--- src/rtl/pc_seq.sv ---
// Program-counter sequencer: boot/run/halt fetch qualification, optional branch
// delay slot with a pending-target register, and COP0 redirect with EPC/BD capture.
//
// state | meaning
// BOOT  | first cycle out of reset; PC holds, no fetch
// RUN   | fetching; PC advances whenever the pipeline is not stalled
// HALT  | no fetch, PC frozen; left only by a COP0 redirect
module pc_seq #(
  parameter int unsigned       ADDR_W     = 32,
  parameter logic [ADDR_W-1:0] RESET_ADDR = '0,
  parameter bit                DELAY_SLOT = 1'b0
) (
  input  logic              clk,
  input  logic              rest,
  input  logic              stall,
  input  logic              halt_req,
  input  logic              zero,
  input  logic              great,
  input  logic [15:0]       im1,
  input  logic [25:0]       im2,
  input  logic [3:0]        pc_op,
  input  logic [ADDR_W-1:0] j_reg,
  input  logic [ADDR_W-1:0] cop_addr,
  output logic [ADDR_W-1:0] addr,
  output logic              fetch_valid,
  output logic [ADDR_W-1:0] rt_addr,
  output logic [ADDR_W-1:0] epc,
  output logic              bd
);

  localparam logic [3:0] PC_OP_NOP   = 4'd0;
  localparam logic [3:0] PC_OP_BZ    = 4'd1;
  localparam logic [3:0] PC_OP_BNZ   = 4'd2;
  localparam logic [3:0] PC_OP_BG    = 4'd3;
  localparam logic [3:0] PC_OP_BNG   = 4'd4;
  localparam logic [3:0] PC_OP_BGZ   = 4'd5;
  localparam logic [3:0] PC_OP_BNGNZ = 4'd6;
  localparam logic [3:0] PC_OP_J     = 4'd7;
  localparam logic [3:0] PC_OP_JR    = 4'd8;
  localparam logic [3:0] PC_OP_COP0  = 4'd9;

  typedef enum logic [1:0] {
    ST_BOOT = 2'd0,
    ST_RUN  = 2'd1,
    ST_HALT = 2'd2
  } state_e;

  state_e              state_q, state_d;
  logic [ADDR_W-1:0]   pc_q, pc_d;
  logic [ADDR_W-1:0]   pend_tgt_q, pend_tgt_d;
  logic                pend_valid_q, pend_valid_d;
  logic                in_slot_q, in_slot_d;
  logic [ADDR_W-1:0]   epc_q, epc_d;
  logic                bd_q, bd_d;

  logic [ADDR_W-1:0]   pc_plus4;
  logic [ADDR_W-1:0]   br_addr;
  logic [ADDR_W-1:0]   jmp_addr;
  logic [ADDR_W-1:0]   target;
  logic                taken;

  assign pc_plus4 = pc_q + ADDR_W'(4);
  assign br_addr  = pc_plus4 + {{(ADDR_W-18){im1[15]}}, im1, 2'b00};
  assign jmp_addr = {pc_q[ADDR_W-1:28], im2, 2'b00};

  always_comb begin
    taken  = 1'b0;
    target = br_addr;
    case (pc_op)
      PC_OP_BZ:    taken = zero;
      PC_OP_BNZ:   taken = !zero;
      PC_OP_BG:    taken = great;
      PC_OP_BNG:   taken = !great;
      PC_OP_BGZ:   taken = zero | great;
      PC_OP_BNGNZ: taken = !zero && !great;
      PC_OP_J: begin
        taken  = 1'b1;
        target = jmp_addr;
      end
      PC_OP_JR: begin
        taken  = 1'b1;
        target = j_reg;
      end
      default: taken = 1'b0;
    endcase
  end

  always_comb begin
    state_d      = state_q;
    pc_d         = pc_q;
    pend_tgt_d   = pend_tgt_q;
    pend_valid_d = pend_valid_q;
    in_slot_d    = in_slot_q;
    epc_d        = epc_q;
    bd_d         = bd_q;
    if (pc_op == PC_OP_COP0) begin
      // Restart point of a slot instruction is its branch, one word back.
      epc_d        = in_slot_q ? (pc_q - ADDR_W'(4)) : pc_q;
      bd_d         = in_slot_q;
      pc_d         = cop_addr;
      pend_valid_d = 1'b0;
      in_slot_d    = 1'b0;
      state_d      = ST_RUN;
    end else begin
      case (state_q)
        ST_BOOT: state_d = ST_RUN;
        ST_RUN: begin
          if (!stall) begin
            if (halt_req) begin
              state_d = ST_HALT;
            end else if (DELAY_SLOT) begin
              if (pend_valid_q) begin
                pc_d         = pend_tgt_q;
                pend_valid_d = 1'b0;
                in_slot_d    = 1'b0;
              end else if (taken) begin
                pc_d         = pc_plus4;
                pend_tgt_d   = target;
                pend_valid_d = 1'b1;
                in_slot_d    = 1'b1;
              end else begin
                pc_d = pc_plus4;
              end
            end else begin
              pc_d = taken ? target : pc_plus4;
            end
          end
        end
        ST_HALT: state_d = ST_HALT;
        default: state_d = ST_BOOT;
      endcase
    end
  end

  always_ff @(posedge clk or posedge rest) begin
    if (rest) begin
      state_q      <= ST_BOOT;
      pc_q         <= RESET_ADDR;
      pend_tgt_q   <= '0;
      pend_valid_q <= 1'b0;
      in_slot_q    <= 1'b0;
      epc_q        <= '0;
      bd_q         <= 1'b0;
    end else begin
      state_q      <= state_d;
      pc_q         <= pc_d;
      pend_tgt_q   <= pend_tgt_d;
      pend_valid_q <= pend_valid_d;
      in_slot_q    <= in_slot_d;
      epc_q        <= epc_d;
      bd_q         <= bd_d;
    end
  end

  assign addr        = pc_q;
  assign fetch_valid = (state_q == ST_RUN);
  assign rt_addr     = pc_q + (DELAY_SLOT ? ADDR_W'(8) : ADDR_W'(4));
  assign epc         = epc_q;
  assign bd          = bd_q;

endmodule

--- config.mk ---
export PLATFORM = sky130hd
export DESIGN_NAME = pc_seq
export DESIGN_NICKNAME = d
export VERILOG_FILES = /design/src/rtl/pc_seq.sv
export SDC_FILE = /design/constraint.sdc
export NUM_CORES = 1
export LEC_CHECK = 0
export ABC_AREA = 1
export ABC_CLOCK_PERIOD_IN_PS = 3400
export BUFFER_PORTS_ARGS = -buffer_cell sky130_fd_sc_hd__buf_2
export CORE_MARGIN = 3
export CORE_UTILIZATION = 53
export DETAILED_ROUTE_END_ITERATION = 10
export HOLD_SLACK_MARGIN = 0.08
export PLACE_DENSITY = 0.82
export SKIP_CTS_REPAIR_TIMING = 1
export SYNTH_ARGS = -nofsm -noshare
export SYNTH_HDL_FRONTEND = slang
export SYNTH_SLANG_ARGS = --single-unit
--- constraint.sdc ---
create_clock -name clk -period 3.4 [get_ports clk]
set_input_delay 0.51 -clock clk [delete_from_list [all_inputs] [get_ports clk]]
set_output_delay 0.51 -clock clk [all_outputs]
set_load 0.005 [all_outputs]
==> flow_summary.json, run 1 <==
{
  "ys_ff_latch": 66,
  "path_clk_slew_ns": 0.05,
  "r2r-start": "addr[3]$_DFFE_PP0P_",
  "numCtsBuffers": 9,
  "core_area_um2": 12200,
  "slowest_stage": "dfrtp_2",
  "syn_avg_cell_area_um2": 6.05,
  "synth_nets": 1271,
  "worst_slew_pin_slew_ns": 0.954,
  "ios": 214,
  "synth_area_leaders": "dfrtp_1 24%, nand2_1 24%, inv_1 7.8%, ha_1 7.0%, nor2_1 4.4%",
  "cp_cell_sequence": "ha_4 -> nand2_4 -> nor2_4 -> nand2_4 -> nor3_4 -> nand3_2 -> nor3_4 -> nand3_1 -> nand2_2 -> inv_2 -> ha_4 -> nand2_4 -> inv_4 -> nand2_8 -> nor3_4 -> nand3_2 -> nand3_1 -> nand2_1 -> nand3_1 -> nand2_1 -> nand2_1 -> nand2_1 -> nand2_1 -> nand2_1",
  "dpl.hpwl_mm": 19.7,
  "min_period_ns": 3.34,
  "synth_common_cells": "440 x nand2_1, 141 x inv_1, 80 x nor2_1, 66 x dfrtp_1, 59 x nand3_1",
  "track_usage": 0.344,
  "hp-class": "in -> async",
  "relSlewSlack": 0.364,
  "crit_arrival_ns": 3.56,
  "synth_top_family_by_area": "simple AND/OR/NAND/NOR gates",
  "die_area_um2": 14100,
  "synthCells": 1116,
  "cpLargestDelayFamily": "simple AND/OR/NAND/NOR gates",
  "grt_pass1_vias": 7650,
  "die_x_um": 119,
  "async_reset_ff_frac": 1.00,
  "drtIter0Drc": 915,
  "worst-r2r-cell-count": 24,
  "yosysMostFrequentCell": "nand2_1",
  "path_max_fanout": 4,
  "rsz0062_at_grt": "yes",
  "routed_via_density": 5.43,
  "r2r_slack_ns": 0.06,
  "gr-usage-met1": 0.438,
  "synth_xor_area_frac": 0.0324,
  "ys.flop_type": "dfrtp_1",
  "synth_mux_area_frac": 0,
  "critPathBufInv": 2,
  "ir_drop_uv": 623,
  "nNetsFinal": 1531,
  "power.total_uw": 7400,
  "grt_util_met2": 0.571,
  "post-synth-top-area-cell": "dfrtp_1",
  "end_kind": "flip-flop",
  "use_met3": 0.0731,
  "r2r_end": "addr[25]$_DFFE_PP0P_",
  "report.final.slew_viol_count": 0,
  "ant_nets": 0,
  "crit_path_frequent_cell": "nand2_1",
  "antenna_found_initial": 0,
  "status": "complete, no violations",
  "synthAdderAreaFrac": 0.0734,
  "min_period_over_period": 0.982,
  "grt_max_degree": 104,
  "wire_per_inst_um": 16.5,
  "busiest_layer": "met2",
  "areaGrowthSynthToFinish_pct": 32.4,
  "drive_gt1_frac": 0.280,
  "rows": 40,
  "grt_overflow_total": 0,
  "maxCapViolations": 0,
  "cp.required_ns": 3.62,
  "post-route-drc-count": 0,
  "cpPeakStageDelay_ns": 0.41,
  "root_buffer": "clkbuf_16",
  "finalClockSkew_ns": 0.00550,
  "utilization": 0.732,
  "syn_area_um2": 6750,
  "synth_compound_area_frac": 0.139,
  "power.density_nw_per_um2": 828,
  "yosysTopAreaCellShare": 0.245,
  "die_y_um": 119,
  "n_antenna_cell": 0,
  "crit_path_start_kind": "flip-flop",
  "yosysUniqueCellTypes": 46,
  "drt-total-wl_mm": 25.6,
  "htree_levels": 3,
  "grt_first_pass_wirelength_mm": 39.0,
  "finalWeightedCongestion": 1.02,
  "cts_tree": "yes",
  "fmax_mhz": 299,
  "worstSetupPathType": "reg -> reg",
  "yosys.area_share.simple": 0.403,
  "first_pass_iters": 5,
  "vias": 8402,
  "hold_viol_final": 0,
  "ys_seq_area_frac": 0.245,
  "leakagePower_uw": 0.00528,
  "synth_enable_flop_cells": 0,
  "place.port_buffers": 212,
  "start_util": 0.553,
  "final-setup-viol-count": 0,
  "cts.path.max_buffers": 2,
  "yosysWarningCount": 0,
  "worstSkewPairLatency_ns": 0.34,
  "clock_sink_count": 66
}
==> worst max path at each step <==
stage	startpoint	endpoint	slack [ns]	cells past startpoint
after floorplan	addr[3]$_DFFE_PP0P_	addr[26]$_DFFE_PP0P_	0.56	23
after global placement	addr[3]$_DFFE_PP0P_	addr[25]$_DFFE_PP0P_	0.04	24
after detailed placement	addr[3]$_DFFE_PP0P_	addr[25]$_DFFE_PP0P_	-0.13	24
after CTS	addr[3]$_DFFE_PP0P_	addr[25]$_DFFE_PP0P_	-0.14	24
after global routing	addr[3]$_DFFE_PP0P_	addr[29]$_DFFE_PP0P_	-0.16	24
final	addr[3]$_DFFE_PP0P_	addr[25]$_DFFE_PP0P_	0.06	24
==> registers in the layout, indices dropped and copies added, names as in the netlist <==
register  count
addr         32
epc          32
state_q       2
==> through the flow <==
stage                     setup TNS (ns)  setup slack [ns]  std cells  hold slack (ns)  cell area (um2)
after floorplan                        0             0.556       1116            0.473             6750
after detailed placement          -0.225            -0.129       1520            0.460             8300
after global placement                 0            0.0365       1520            0.458             8300
after CTS                         -0.263            -0.140       1535            0.391             8570
final                                  0            0.0606       1548            0.374             8940
after global routing               -1.09            -0.164       1548            0.437             8940
==> routing by layer <==
metal  up-vias  share of wire  wire, um
met3        83          0.096      2460
met5         -              0         0
met2       493           0.47     11900
met4         0          0.041      1040
met1      3756           0.40     10200
li1       4070              -         -
==> final cells by class <==
type	instances	area, um2
Multi-Input combinational cell	869	4650
Sequential cell	66	1660
Fill cell	1071	3270
Timing Repair Buffer	281	1590
Clock buffer	12	256
Tap cell	168	210
Clock inverter	3	15.0
Inverter	149	564
==> cells in the final DEF (no fill, tap or decap), drive strengths merged, types with 2 or more instances in the layout <==
| cell | netlist | final |
|---|---|---|
| a22o | 16 | 16 |
| buf | 17 | 281 |
| and2 | 4 | 4 |
| nand4 | 14 | 14 |
| nand3 | 63 | 63 |
| nand2 | 447 | 447 |
| nand3b | 7 | 7 |
| clkbuf | 15 | 12 |
| o21ai | 67 | 67 |
| inv | 148 | 148 |
| o22ai | 5 | 5 |
| o211ai | 11 | 11 |
| nor4 | 3 | 3 |
| xor2 | 20 | 20 |
| nor2 | 90 | 90 |
| a21o | 2 | 2 |
| a21oi | 46 | 46 |
| clkinv | 1 | 4 |
| or2 | 6 | 6 |
| a31oi | 2 | 2 |
| nor3 | 8 | 8 |
| xnor2 | 5 | 5 |
| o21a | 2 | 2 |
| o21bai | 7 | 7 |
| ha | 38 | 38 |
| dfrtp | 66 | 66 |
==> where the power goes <==
part           switching, uW  total [uW]  leakage (uW)  internal (uW)
Combinational           3070        5130       0.00431           2060
Sequential               297        1420      0.000836           1120
Clock                    327         851      0.000138            524
Total                   3700        7400       0.00528           3700
==> cell families (layout without fill, tap and decap cells) <==
kind of cell             Yosys count  count (layout)
flip-flops                        66              66
AND/OR/NAND/NOR                  643             643
buffers and inverters            181             445
other                              1               1
AO/OA/AOI/OAI                    161             161
XOR/XNOR                          25              25
adder cells (fa/ha/maj)           39              39
No activity file was read; power rests on OpenSTA's default activity.
==> run 2: changes to the inputs <==
ABC_AREA = unset   (was 1)
CORE_UTILIZATION = 51   (was 53)
PLACE_DENSITY = 0.81   (was 0.82)
==> flow_summary.json, run 2 <==
{
  "utilization": 0.806,
  "dp.cells": 1214,
  "worstSetupPathType": "reg -> reg",
  "crit_arrival_ns": 3.73,
  "htree_levels": 3,
  "power.total_uw": 7720,
  "crit_path_start_kind": "flip-flop",
  "min_period_over_period": 1.04,
  "power.density_nw_per_um2": 861,
  "dp_slack_ns": -0.146,
  "post-synth-top-area-cell": "dfrtp_1",
  "syn_avg_cell_area_um2": 7.57,
  "rows": 38,
  "final-setup-viol-count": 6,
  "nNetsFinal": 1255,
  "cp.required_ns": 3.61,
  "multiInputGateArea_um2": 4600,
  "stdcell_area_um2": 8970,
  "finalWorstSetupSlack_ns": -0.121,
  "yosysWarningCount": 0,
  "grt_pass1_vias": 6762,
  "report.final.slew_viol_count": 0,
  "drtIter0Drc": 1171,
  "worst_slew_pin_slew_ns": 1.04,
  "slowest_stage": "dfrtp_2",
  "synth_nets": 940,
  "layout.area.seq_um2": 1660,
  "instances_no_fill": 1247,
  "r2r-start": "addr[2]$_DFFE_PP0P_",
  "path_depth": 13,
  "r2r_slack_ns": -0.12,
  "hold_viol_final": 0,
  "status": "finished, violations left",
  "grt_overflow_total": 0,
  "switchingPower_uw": 3520,
  "yosysTopAreaCellShare": 0.278,
  "violations": "setup timing",
  "die_y_um": 114,
  "antenna_found_initial": 2,
  "syn_area_um2": 5950,
  "cpPeakStageDelay_ns": 0.41,
  "track_usage": 0.348,
  "numCtsBuffers": 9,
  "first_pass_iters": 8,
  "final_common_cell": "buf_2",
  "areaGrowthSynthToFinish_pct": 50.9,
  "async_reset_ff_frac": 1.00,
  "end_kind": "flip-flop",
  "start_util": 0.534,
  "clock_sink_count": 66,
  "cts_tree": "yes",
  "root_buffer": "clkbuf_16",
  "cpLargestDelayFamily": "simple AND/OR/NAND/NOR gates",
  "place.port_buffers": 212,
  "die_area_um2": 13000,
  "cp_cell_sequence": "nand2_2 -> nor3_1 -> nand3_1 -> xnor2_1 -> buf_4 -> ha_2 -> nand4_2 -> or3_4 -> o211a_4 -> o31ai_4 -> o21ai_2 -> mux2_4 -> or3_1",
  "critPathBufInv": 1,
  "ys_seq_area_frac": 0.278,
  "vias": 7849,
  "dpl_cell_area_um2": 8060,
  "pwr-share-seq": 0.180,
  "finalClockSkew_ns": 0.00784,
  "synth_common_cells": "170 x nand2_1, 66 x dfrtp_1, 63 x a21oi_1, 54 x nor2_1, 40 x clkbuf_1",
  "die_x_um": 114,
  "path_clk_slew_ns": 0.06,
  "grt_max_degree": 54,
  "drive_gt1_frac": 0.429,
  "synthCells": 785,
  "r2r_end": "addr[21]$_DFFE_PP0P_",
  "final_cell_mix": "212 x buf_2, 164 x nand2_1, 136 x buf_4, 62 x dfrtp_1, 56 x a21oi_1",
  "ys_ff_latch": 66,
  "ios": 214,
  "core_area_um2": 11100,
  "worst-r2r-cell-count": 13,
  "relSlewSlack": 0.306,
  "hp-class": "in -> reg",
  "swShare": 0.456,
  "grt_first_pass_wirelength_mm": 35.9,
  "combPwrFrac": 0.700,
  "startpoint": "addr[2]$_DFFE_PP0P_",
  "ir_drop_uv": 605,
  "post-route-drc-count": 0,
  "rsz0062_at_grt": "yes",
  "cts.path.max_buffers": 2,
  "path_max_fanout": 6,
  "min_period_ns": 3.52,
  "finalWeightedCongestion": 1.01,
  "fmax_mhz": 284,
  "crit_end": "addr[21]$_DFFE_PP0P_",
  "pwr-share-clk": 0.119,
  "wire_per_inst_um": 20.3,
  "leakagePower_uw": 0.00440,
  "ant_nets": 0,
  "yosysUniqueCellTypes": 65,
  "fill_cells": 751,
  "dpl.hpwl_mm": 18.1,
  "worstSkewPairLatency_ns": 0.33,
  "synth_area_leaders": "dfrtp_1 28%, nand2_1 11%, ha_1 8.0%, a21oi_1 5.3%, xnor2_1 4.6%",
  "drt-total-wl_mm": 25.3,
  "yosysMostFrequentCell": "nand2_1",
  "ys.flop_type": "dfrtp_1",
  "synth_enable_flop_cells": 0,
  "routed_via_density": 6.29,
  "cellInternalPower_uw": 4200,
  "maxCapViolations": 0
}
[run 2: changes by cell type in the layout (fill, tap and decap cells not counted), sizes merged, moves of 16 or more]
cell,previous run,this run
a21oi,46,63
a221oi,0,16
buf,281,356
inv,148,17
nand2,447,170
nand3,63,28
nor2,90,54
o21ai,67,40
xnor2,5,31
[run 2: logic make-up (layout without fill, tap and decap cells)]
kind of cell | after synthesis | in the layout | share of synthesized area
multiplexers | 8 | 8 | 0.0147
flip-flops | 66 | 66 | 0.278
XOR/XNOR | 48 | 48 | 0.0707
buffers and inverters | 68 | 388 | 0.0463
adder cells (fa/ha/maj) | 39 | 39 | 0.0833
AND/OR/NAND/NOR | 321 | 321 | 0.242
AO/OA/AOI/OAI | 234 | 234 | 0.264
other | 1 | 3 | 0.000631
[run 2: per-layer routing]
metal,track usage,share of wire,up-vias
met2,0.495,0.44,641
met4,0.0982,0.030,0
met3,0.0960,0.14,89
li1,-,-,3481
met1,0.517,0.40,3638
met5,0,0,-
[run 2: worst min-delay path by stage]
stage | depth (start not counted) | end | start | slack (ns)
finish | 3 | addr[1]$_DFFE_PP0P_ | cop_addr[1] | 0.40
global route | 3 | addr[25]$_DFFE_PP0P_ | cop_addr[25] | 0.41
CTS | 3 | addr[6]$_DFFE_PP0P_ | cop_addr[6] | 0.39
detailed placement | 2 | epc[21]$_DFFE_PP0P_ | epc[21]$_DFFE_PP0P_ | 0.46
global placement | 2 | epc[16]$_DFFE_PP0P_ | epc[16]$_DFFE_PP0P_ | 0.45
floorplan | 2 | epc[6]$_DFFE_PP0P_ | epc[6]$_DFFE_PP0P_ | 0.47
[run 2: tightest hold or removal path, cell delays in order]
cell and delay [ns]:
buf_2 0.07, nand2_1 0.04, o211ai_1 0.06
[run 2: area by class of cell]
cell class,instances,area share
multi-input combinational,651,0.513
timing repair buffer,356,0.243
inverter,16,0.00670
sequential,66,0.185
clock inverter,7,0.00767
antenna,2,0.000558
tap,140,0.0195
clock buffer,9,0.0251
[run 2: power groups by stage]
stage | Sequential, uW | Clock [uW] | Combinational, uW
2_1_floorplan | 1460 | 0 | 2420
3_3_place_gp | 1360 | 0 | 4620
3_5_place_dp | 1370 | 0 | 4650
4_1_cts | 1360 | 918 | 4690
5_1_grt | 1430 | 961 | 5780
6_report | 1390 | 921 | 5410
[run 2: per-stage QoR]
stage                     hold slack (ns)  TNS (ns)
final                               0.397    -0.293
after global routing                0.408     -1.65
after CTS                           0.385    -0.806
after detailed placement            0.457    -0.503
after global placement              0.452    -0.308
after floorplan                     0.470   -0.0882
